## config.mk

```make
export PLATFORM = sky130hd
export DESIGN_NAME = mem_arbiter
export DESIGN_NICKNAME = d
export VERILOG_FILES = /design/src/rtl/cpu_types_pkg.sv /design/src/rtl/mem_arb_pick.sv /design/src/rtl/mem_arbiter.sv
export SDC_FILE = /design/constraint.sdc
export NUM_CORES = 1
export LEC_CHECK = 0
export ABC_AREA = 0
export BUFFER_PORTS_ARGS = -buffer_cell sky130_fd_sc_hd__buf_4
export CORE_AREA = 2 2 167 169
export DETAILED_ROUTE_END_ITERATION = 7
export DIE_AREA = 0 0 169 171
export SLEW_MARGIN = 5
export SYNTH_ARGS = -nofsm -noshare
export SYNTH_HDL_FRONTEND = slang
export SYNTH_HIERARCHICAL = 1
export SYNTH_SLANG_ARGS = --single-unit
```

## constraint.sdc

```tcl
create_clock -name CLK -period 1.65 [get_ports CLK]
set_clock_uncertainty 0.15 [all_clocks]
set_input_delay 0.0825 -clock CLK [delete_from_list [all_inputs] [get_ports CLK]]
set_output_delay 0.0825 -clock CLK [all_outputs]
set_load 0.01 [all_outputs]
```

## src/rtl/cpu_types_pkg.sv

```systemverilog
// Shared types for the memory arbiter: RAM status, data word and grant owner encoding.
package cpu_types_pkg;

  typedef logic [31:0] word_t;

  typedef enum logic [1:0] {
    FREE   = 2'd0,
    BUSY   = 2'd1,
    ACCESS = 2'd2,
    ERROR  = 2'd3
  } ramstate_t;

  // core selects the requesting core, is_d selects dcache (1) or icache (0)
  typedef struct packed {
    logic core;
    logic is_d;
  } owner_t;

  localparam owner_t OWNER_RESET = '{core: 1'b0, is_d: 1'b0};

endpackage

```

## src/rtl/mem_arb_pick.sv

```systemverilog
// Fixed-priority pick among pending requesters, rotated by the round-robin pointer.
module mem_arb_pick
  import cpu_types_pkg::*;
(
  input  logic d_req [2],
  input  logic i_req [2],
  input  logic rr,
  output logic valid,
  output logic core,
  output logic is_d
);

  // dcache beats icache so writebacks and fills are not stalled behind fetches
  always_comb begin
    valid = 1'b1;
    core  = rr;
    is_d  = 1'b1;
    if (d_req[rr]) begin
      core = rr;
      is_d = 1'b1;
    end else if (d_req[~rr]) begin
      core = ~rr;
      is_d = 1'b1;
    end else if (i_req[rr]) begin
      core = rr;
      is_d = 1'b0;
    end else if (i_req[~rr]) begin
      core = ~rr;
      is_d = 1'b0;
    end else begin
      valid = 1'b0;
      core  = 1'b0;
      is_d  = 1'b0;
    end
  end

endmodule

```

## src/rtl/mem_arbiter.sv

```systemverilog
// Single-port RAM arbiter for per-core icache/dcache requesters with a locked grant.
//   state | meaning
//   IDLE  | no owner; arbitrate pending requests, all waits high
//   OWNED | owner drives the RAM until it drops all of its requests
module mem_arbiter
  import cpu_types_pkg::*;
#(
  parameter int CPUS = 2
) (
  input  logic      CLK,
  input  logic      nRST,
  input  logic      iREN     [CPUS],
  input  word_t     iaddr    [CPUS],
  input  logic      dREN     [CPUS],
  input  logic      dWEN     [CPUS],
  input  word_t     daddr    [CPUS],
  input  word_t     dstore   [CPUS],
  output logic      iwait    [CPUS],
  output logic      dwait    [CPUS],
  output word_t     iload    [CPUS],
  output word_t     dload    [CPUS],
  output logic      ramREN,
  output logic      ramWEN,
  output word_t     ramaddr,
  output word_t     ramstore,
  input  word_t     ramload,
  input  ramstate_t ramstate
);

  localparam logic [0:0] IDLE  = 1'b0;
  localparam logic [0:0] OWNED = 1'b1;

  logic [0:0] state_q, state_d;
  owner_t     owner_q, owner_d;
  logic       rr_q, rr_d;

  logic d_req [CPUS];
  logic pick_valid, pick_core, pick_is_d;
  logic owner_req;

  always_comb begin
    for (int c = 0; c < CPUS; c++) begin
      d_req[c] = dREN[c] | dWEN[c];
    end
  end

  mem_arb_pick u_pick (
    .d_req (d_req),
    .i_req (iREN),
    .rr    (rr_q),
    .valid (pick_valid),
    .core  (pick_core),
    .is_d  (pick_is_d)
  );

  assign owner_req = owner_q.is_d ? d_req[owner_q.core] : iREN[owner_q.core];

  always_comb begin
    state_d = state_q;
    owner_d = owner_q;
    rr_d    = rr_q;
    if (state_q == IDLE) begin
      if (pick_valid) begin
        state_d = OWNED;
        owner_d = '{core: pick_core, is_d: pick_is_d};
      end
    end else if (!owner_req) begin
      // a request arriving now waits for the next IDLE cycle, giving the other core a turn
      state_d = IDLE;
      rr_d    = ~owner_q.core;
    end
  end

  always_ff @(posedge CLK or negedge nRST) begin
    if (!nRST) begin
      state_q <= IDLE;
      owner_q <= OWNER_RESET;
      rr_q    <= 1'b0;
    end else begin
      state_q <= state_d;
      owner_q <= owner_d;
      rr_q    <= rr_d;
    end
  end

  always_comb begin
    ramREN   = 1'b0;
    ramWEN   = 1'b0;
    ramaddr  = '0;
    ramstore = '0;
    for (int c = 0; c < CPUS; c++) begin
      iwait[c] = 1'b1;
      dwait[c] = 1'b1;
      iload[c] = '0;
      dload[c] = '0;
    end
    if (state_q == OWNED) begin
      if (owner_q.is_d) begin
        // a simultaneous read and write from the owner resolves to the write
        ramWEN                = dWEN[owner_q.core];
        ramREN                = dREN[owner_q.core] & ~dWEN[owner_q.core];
        ramaddr               = daddr[owner_q.core];
        ramstore              = dstore[owner_q.core];
        dwait[owner_q.core]   = (ramstate != ACCESS);
        dload[owner_q.core]   = ramload;
      end else begin
        ramREN                = iREN[owner_q.core];
        ramaddr               = iaddr[owner_q.core];
        iwait[owner_q.core]   = (ramstate != ACCESS);
        iload[owner_q.core]   = ramload;
      end
    end
  end

endmodule

```

After elaboration in Yosys (flattened, before gate mapping)
Cells that the tools add are included.

operators by class
  $lt $le $gt $ge = 4
  equality and inequality tests = 1
  muxes and demuxes = 67
  bitwise operators = 14
  reductions and logical operators = 3

operator list
  operator              number
  $mux W32              14
  $mux W64              4
  $and A64 B64 Y64      1
  $mux W1               43
  $demux W32 S1         1
  $mux W2               4
  $ge A2 B2 Y1 const B  3
  $not A1 Y2            3
  $not A1 Y1            5
  $reduce_and A2 Y1     2
  $lt A2 B1 Y1 const B  1
  $ne A2 B2 Y1 const B  1
  $not A2 Y2            1
  $or A1 B1 Y1          2
  $or A2 B2 Y2          1
  $and A1 B1 Y1         1
  $demux W1 S1          1
  $logic_and A1 B1 Y1   1

storage, ports and cells
  bits in registers = 4
  input port bits = 234
  output and inout bits = 198

Longest topological paths before layout
Gate-level depths: netlist of run 1.

  depth in word-level cells = 11
  mapped depth = 6
  gate-level depth less buffers = 5

By module
Netlist of run 1, hierarchy kept.

modules (own cells, without submodules)
  module        instances  cells each  area an instance (um2)
  mem_arbiter   1          330         2725.1
  mem_arb_pick  1          7           41.3

Worst setup path before layout of run 1
OpenSTA, ideal clock, no wires.

  path kind = input-to-reg
  start = input dWEN[0] (netlist name)
  end = register owner_q[0] (netlist name)
  setup time = 0.125 ns
  arrival time = 1.332 ns
  data required time = 1.375 ns
  setup slack = 0.043 ns
  stages on the path = 5
  path buffers = 0
  path through = or2_2 > or2_1 > or3_1 > nor2b_1 > mux2_2

between the ends
  elaborated cells between the ends (all ways) = 12
  those cells by class = mux: 10; bitwise: 1; reduce/logical: 1

RTL lines
  element                                      line                RTL
  start, declared                              mem_arbiter.sv:15   input logic dWEN [CPUS],
  $or A1 B1 Y1 *                               mem_arbiter.sv:43   d_req[c] = dREN[c] | dWEN[c];
  $mux W1 (implied by the code) (3 in series)  mem_arb_pick.sv:21  end else if (d_req[~rr]) begin
  $mux W1                                      mem_arb_pick.sv:21
  $mux W1 *                                    mem_arb_pick.sv:18  if (d_req[rr]) begin
  net pick_is_d                                mem_arbiter.sv:38   logic pick_valid, pick_core, pick_is_d;
  end signal, assigned                         mem_arbiter.sv:81   owner_q <= owner_d;
  end, declared                                mem_arbiter.sv:34   owner_t owner_q, owner_d;

Mark *: on every way through the listed nets, which the timed path passes. The rest lies on a longest branch. The select of a mux whose other input is x is not followed.
A chain may end at the register's enable or synchronous reset.

==> impl_results.md, run 1 <==
- I/O pin cnt: 432
- Syn Inst Count: 337
- Largest net degree at the start of global routing: 37
- Max transition margin: 53.1%
- Dpl hpwl: 14,000 um
- Synth Register Bits: 4
- CTS tree: done
- Wire per inst: 17.5 um
- Core ar.: 27,300 um^2
- Crit path max fanout: 17
- Final wirelength: 20,200 um
- Clock-pin slew of the registers on the worst-case setup and hold paths: 0.03 ns
- Reg2reg start: owner_q[1]
- Vias in the first global route: 4,640
- Vias: 4,549
- Unique masters post-synth: 31
- Starting Density: 10.1%
- Hold_ws: 0.0540 ns
- Finished Cell Area: 8380 um^2
- Fin util: 30.7%
- Async SR Flop Fraction: 100%
- Max-cap violations: 0
- FF+latch area: 105 um^2
- Min-Delay Path Class: in -> async
- Total track usage: 12.2%
- Pwr Density: 1570 nW/um^2
- Final Hold Vio Count: 0
- M1 WL: 7960 um
- Worst setup path endpoint: iload[21]
- Critical Path RT: 1.42 ns
- Worst Setup End Kind: output pin
- Most common cell after layout, fill and taps aside: buf_4
- Arrival time at the worst endpoint: 1.75 ns
- Top routing layer used: met4
- Clock root cell: clkbuf_16
- Share of post-route cells with drive strength above 1: 86.8%
- First-pass GRT wire length: 27,000 um
- DRT antenna net count: 0
- Die ar.: 28,900 um^2
- Max Slew Vio Count: 0
- Final nets: 1,040
- Port bufs: 431
- Period minus WS final: 1.98 ns
- Syn nets: 571
- GRT overflow: 0
- First-pass DRT Iterations: 4
- Power Total: 13.2 mW
- FF-to-FF End: state_q
- Met2 wire length: 10,700 um
- Unrepaired setup endpoints after global routing: true
- Worst-Margin Slew: 0.702 ns
- Most frequent cells in the layout: buf_4, buf_6, and2_4
- Violated checks: setup timing
- Setup WS pre-CTS: -0.151 ns
- Footprint of the multi-input gates: 2960 um^2
- DRC: 0
- CTS H-tree lvls: 1
- Final cycle utilization of the critical path: 120%
- Met3 WL: 1400 um
- Die X: 169 um
- Post-synthesis sequential area ratio: 3.62%
- Critical Path Start Type: register
- GP Congestion: 0.764
- FMAX: 0.504 GHz
- Die height: 171 um
- R2R depth: 7
- Leak Pwr: 4.17 nW
- Worst vdd ir: 0.000760 V
- Crit. Startpoint: owner_q[1]
- DP Area: 6570 um^2
- Area delta synth->final: 203%
- First DRT Iteration DRCs: 201
- FP Rows: 61
- Deepest clock path buffer count: 2
- Setup-failing EPs final: 200
- Initial antenna violation count: 0
- Later-pin clock latency in the skew report: 0.22 ns
- Post-synth EDFFs: 0
- Final worst slack: -0.333 ns
- Synthesized area: 2770 um^2
- Syn_area_per_cell: 8.21 um^2
- # fillers: 2,859
- Register-to-register setup slack: -0.31 ns
- Status: complete, but fails checks
- Synth Warn #: 6
- DR vias/cell: 3.95
- Clock buffer count from CTS: 3
- WS Path Type: reg -> out
- Synth Flop Type: dfrtp_1
- TritonCTS Sinks: 4
## cells by family after synthesis
group / synth area share (%)
mux: 39.5
flops: 3.62
simple gates: 46.9
compound gates: 1.45
buf+inv: 8.50
## power breakdown
group / total (mW) / switching, mW / internal [mW]
combinational: 12.6 / 4.98 / 7.59
clock: 0.381 / 0.0714 / 0.310
sequential: 0.225 / 0.0706 / 0.154
## metrics by stage
step | setup TNS [ns] | cells
finish | -47.05 | 1151
global placement | -2.81 | 1106
global route | -58.00 | 1150
floorplan | 0 | 337
detailed placement | -3.21 | 1106
CTS | -51.90 | 1146
## Yosys cell counts, types with 2 or more instances
cell type	n	share of area [%]
or3_1	3	0.68
buf_4	4	1.1
mux2i_1	35	13
dfrtp_1	4	3.6
nor2b_1	5	1.1
and3_1	34	7.7
mux2_2	2	0.81
or2_2	2	0.45
nand3_1	2	0.36
clkbuf_1	16	2.2
clkbuf_2	4	0.72
nand2b_1	2	0.45
nand2_1	5	0.68
buf_12	3	2.2
and2_1	129	29
buf_2	7	1.3
nor2_1	33	4.5
inv_1	2	0.27
mux4_2	32	26
buf_6	2	0.81
## how the worst min path moves through the flow
stage / start / slack [ns] / end
after global placement: nRST / -0.27 / owner_q[1]
after floorplan: nRST / -0.36 / owner_q[0]
after global routing: nRST / 0.06 / rr_q
final: nRST / 0.05 / owner_q[1]
after detailed placement: nRST / -0.27 / owner_q[1]
after CTS: iREN[1] / 0.06 / state_q
## final cells by class
type                    count  share of cell area [%]
repair buffers            500                    57.3
multi-input cells         295                    35.3
well taps                 346                    5.17
flip-flops and latches      4                    1.25
clock buffers               3                   0.896
inverters                   2                  0.0896
diodes                      1                  0.0299
## routing by layer
| metal | vias to the layer above | track usage [%] |
|---|---|---|
| met5 | - | 0 |
| met1 | 2177 | 15.0 |
| met3 | 12 | 1.90 |
| met2 | 248 | 22.7 |
| li1 | 2112 | - |
| met4 | 0 | 1.82 |
## flip-flops by register name, summed over array words and instances, names as in the netlist
| register | count |
|---|---|
| state_q | 1 |
| owner_q | 2 |
| rr_q | 1 |
## worst max-delay path: stages, from the launching register on
cell and delay [ns]:
dfrtp_4 0.52, buf_6 0.15, buf_6 0.11, and3b_2 0.26
buf_12 0.18, and2_1 0.16, buf_4 0.14
## what timing repair did
action / 4_1_cts / 5_1_grt
buffers inserted: 23 / 10
endpoints found under the setup margin: 199 / 200
gates resized for setup: 168 / 182
pin swaps: 50 / 61
gates cloned: 14 / 2
hold endpoints to repair: 4 / 0
hold buffers: 1 / 0
(Power assumes the default switching activity.)
==> run 2, diff against run 1 <==
- SKIP_CTS_REPAIR_TIMING: default -> 1
==> run 2 against run 1 <==
  * The flow still finishes with violations (setup timing)
  * Combinational power is 5% lower
  * Critical path depth shrank 1
  * Cell count is 0.26% lower
  * Clock-buffer cell count is the same
  * Total power decreased by 4.4%
  * Non-clock buffer count decreased by 3
==> impl_results.md, run 2 (same netlist as run 1, synthesis figures left out) <==
- FP Rows: 61
- Final cycle utilization of the critical path: 121%
- Top reg by flops: owner_q
- Final worst slack: -0.343 ns
- Arrival time at the worst endpoint: 1.76 ns
- Period minus WS final: 1.99 ns
- Die ar.: 28,900 um^2
- Final Hold Vio Count: 0
- DRC: 0
- Max transition margin: 70.8%
- Later-pin clock latency in the skew report: 0.22 ns
- First-pass DRT Iterations: 4
- Clock buffer count from CTS: 3
- FMAX: 0.502 GHz
- FF-to-FF End: state_q
- Worst-Margin Slew: 0.437 ns
- Wire per inst: 16.9 um
- Final wirelength: 19,400 um
- Total track usage: 10.1%
- R2R depth: 5
- Reg2reg start: owner_q[1]
- Port bufs: 431
- Critical Path Start Type: register
- Max-cap violations: 0
- Vias in the first global route: 4,102
- Initial antenna violation count: 0
- Placed Cells: 1,106
- Setup-failing EPs final: 200
- Deepest clock path buffer count: 2
- FF+latch area: 105 um^2
- Clock-pin slew of the registers on the worst-case setup and hold paths: 0.03 ns
- Worst vdd ir: 0.000708 V
- DP Area: 6570 um^2
- Setup WS pre-CTS: -0.151 ns
- Footprint of the multi-input gates: 2750 um^2
- Unrepaired setup endpoints after global routing: true
- Share of post-route cells with drive strength above 1: 80.8%
- First DRT Iteration DRCs: 173
- Critical Path RT: 1.42 ns
- Met3 WL: 1550 um
- Met2 wire length: 10,200 um
- Area delta synth->final: 190%
- DRT antenna net count: 0
- Worst Setup End Kind: output pin
- Status: complete, but fails checks
- Max FFs per register: 2
- TritonCTS Sinks: 4
- Min-Delay Path Class: in -> async
- Core ar.: 27,300 um^2
- Clock root cell: clkbuf_16
- Starting Density: 10.1%
- Most common cell after layout, fill and taps aside: buf_4
- Max Slew Vio Count: 0
- Die height: 171 um
- Crit path max fanout: 8
- DR vias/cell: 3.91
- Finished Cell Area: 8040 um^2
- Vias: 4,485
- Top routing layer used: met4
- CTS H-tree lvls: 1
- Pwr Density: 1570 nW/um^2
- Register-to-register setup slack: -0.09 ns
- Leak Pwr: 4.14 nW
- Largest net degree at the start of global routing: 37
- Hold_ws: 0.0570 ns
- Most frequent cells in the layout: buf_4, buf_6, and2_4
- # fillers: 2,898
- Biggest regs: owner_q: 2 flops, rr_q: 1 flops, state_q: 1 flops
- I/O pin cnt: 432
- GRT overflow: 0
- Dpl hpwl: 14,000 um
- GP Congestion: 0.764
- Violated checks: setup timing
- WS Path Type: reg -> out
- M1 WL: 7600 um
- Die X: 169 um
- First-pass GRT wire length: 23,100 um
- Post-Layout Cell Count: 1,148
- Final nets: 1,037
- CTS tree: done
## run 2: worst max path at each step
stage                          start     endpoint  slack (ns)  cells after the start
after floorplan              dWEN[0]   owner_q[0]        0.04                      5
after global placement       dWEN[0]   owner_q[0]       -0.17                      6
after detailed placement  owner_q[1]       ramREN       -0.15                      4
after CTS                 owner_q[1]       ramREN       -0.39                      4
after global routing      owner_q[1]    iload[42]       -0.41                      7
final                     owner_q[1]  ramaddr[20]       -0.34                      5
## run 2: final cells by class
type                    count  area share, %
multi-input cells         295           34.3
clock buffers               3          0.934
flip-flops and latches      4           1.31
diodes                      1         0.0311
inverters                   2         0.0934
well taps                 346           5.39
repair buffers            497           58.0
## run 2: report_power, final
part / internal (mW) / switching, mW / total [mW]
clock network: 0.310 / 0.0703 / 0.380
logic: 7.25 / 4.74 / 12.0
registers: 0.154 / 0.0756 / 0.230
## run 2: metrics by stage
stage | TNS (ns) | utilization, % | power [mW]
final | -51.25 | 29.4 | 12.6
after global routing | -62.15 | 29.4 | 13.4
after CTS | -38.32 | 24.3 | 9.12
after detailed placement | -3.21 | 24.0 | 8.72
after global placement | -2.81 | 24.0 | 8.71
after floorplan | 0 | - | 4.55
## run 2: critical path, cell delays in order, from the launching register on
cell and delay, ns:
dfrtp_4 0.50, buf_12 0.15, clkbuf_16 0.16, mux4_2 0.42, and2_4 0.18, buf_6 0.11
## run 2: routing by layer
layer	global-route usage [%]	up-vias
li1	-	2100
met1	12.3	2108
met2	19.1	269
met3	1.76	8
met4	1.34	0
met5	0	-
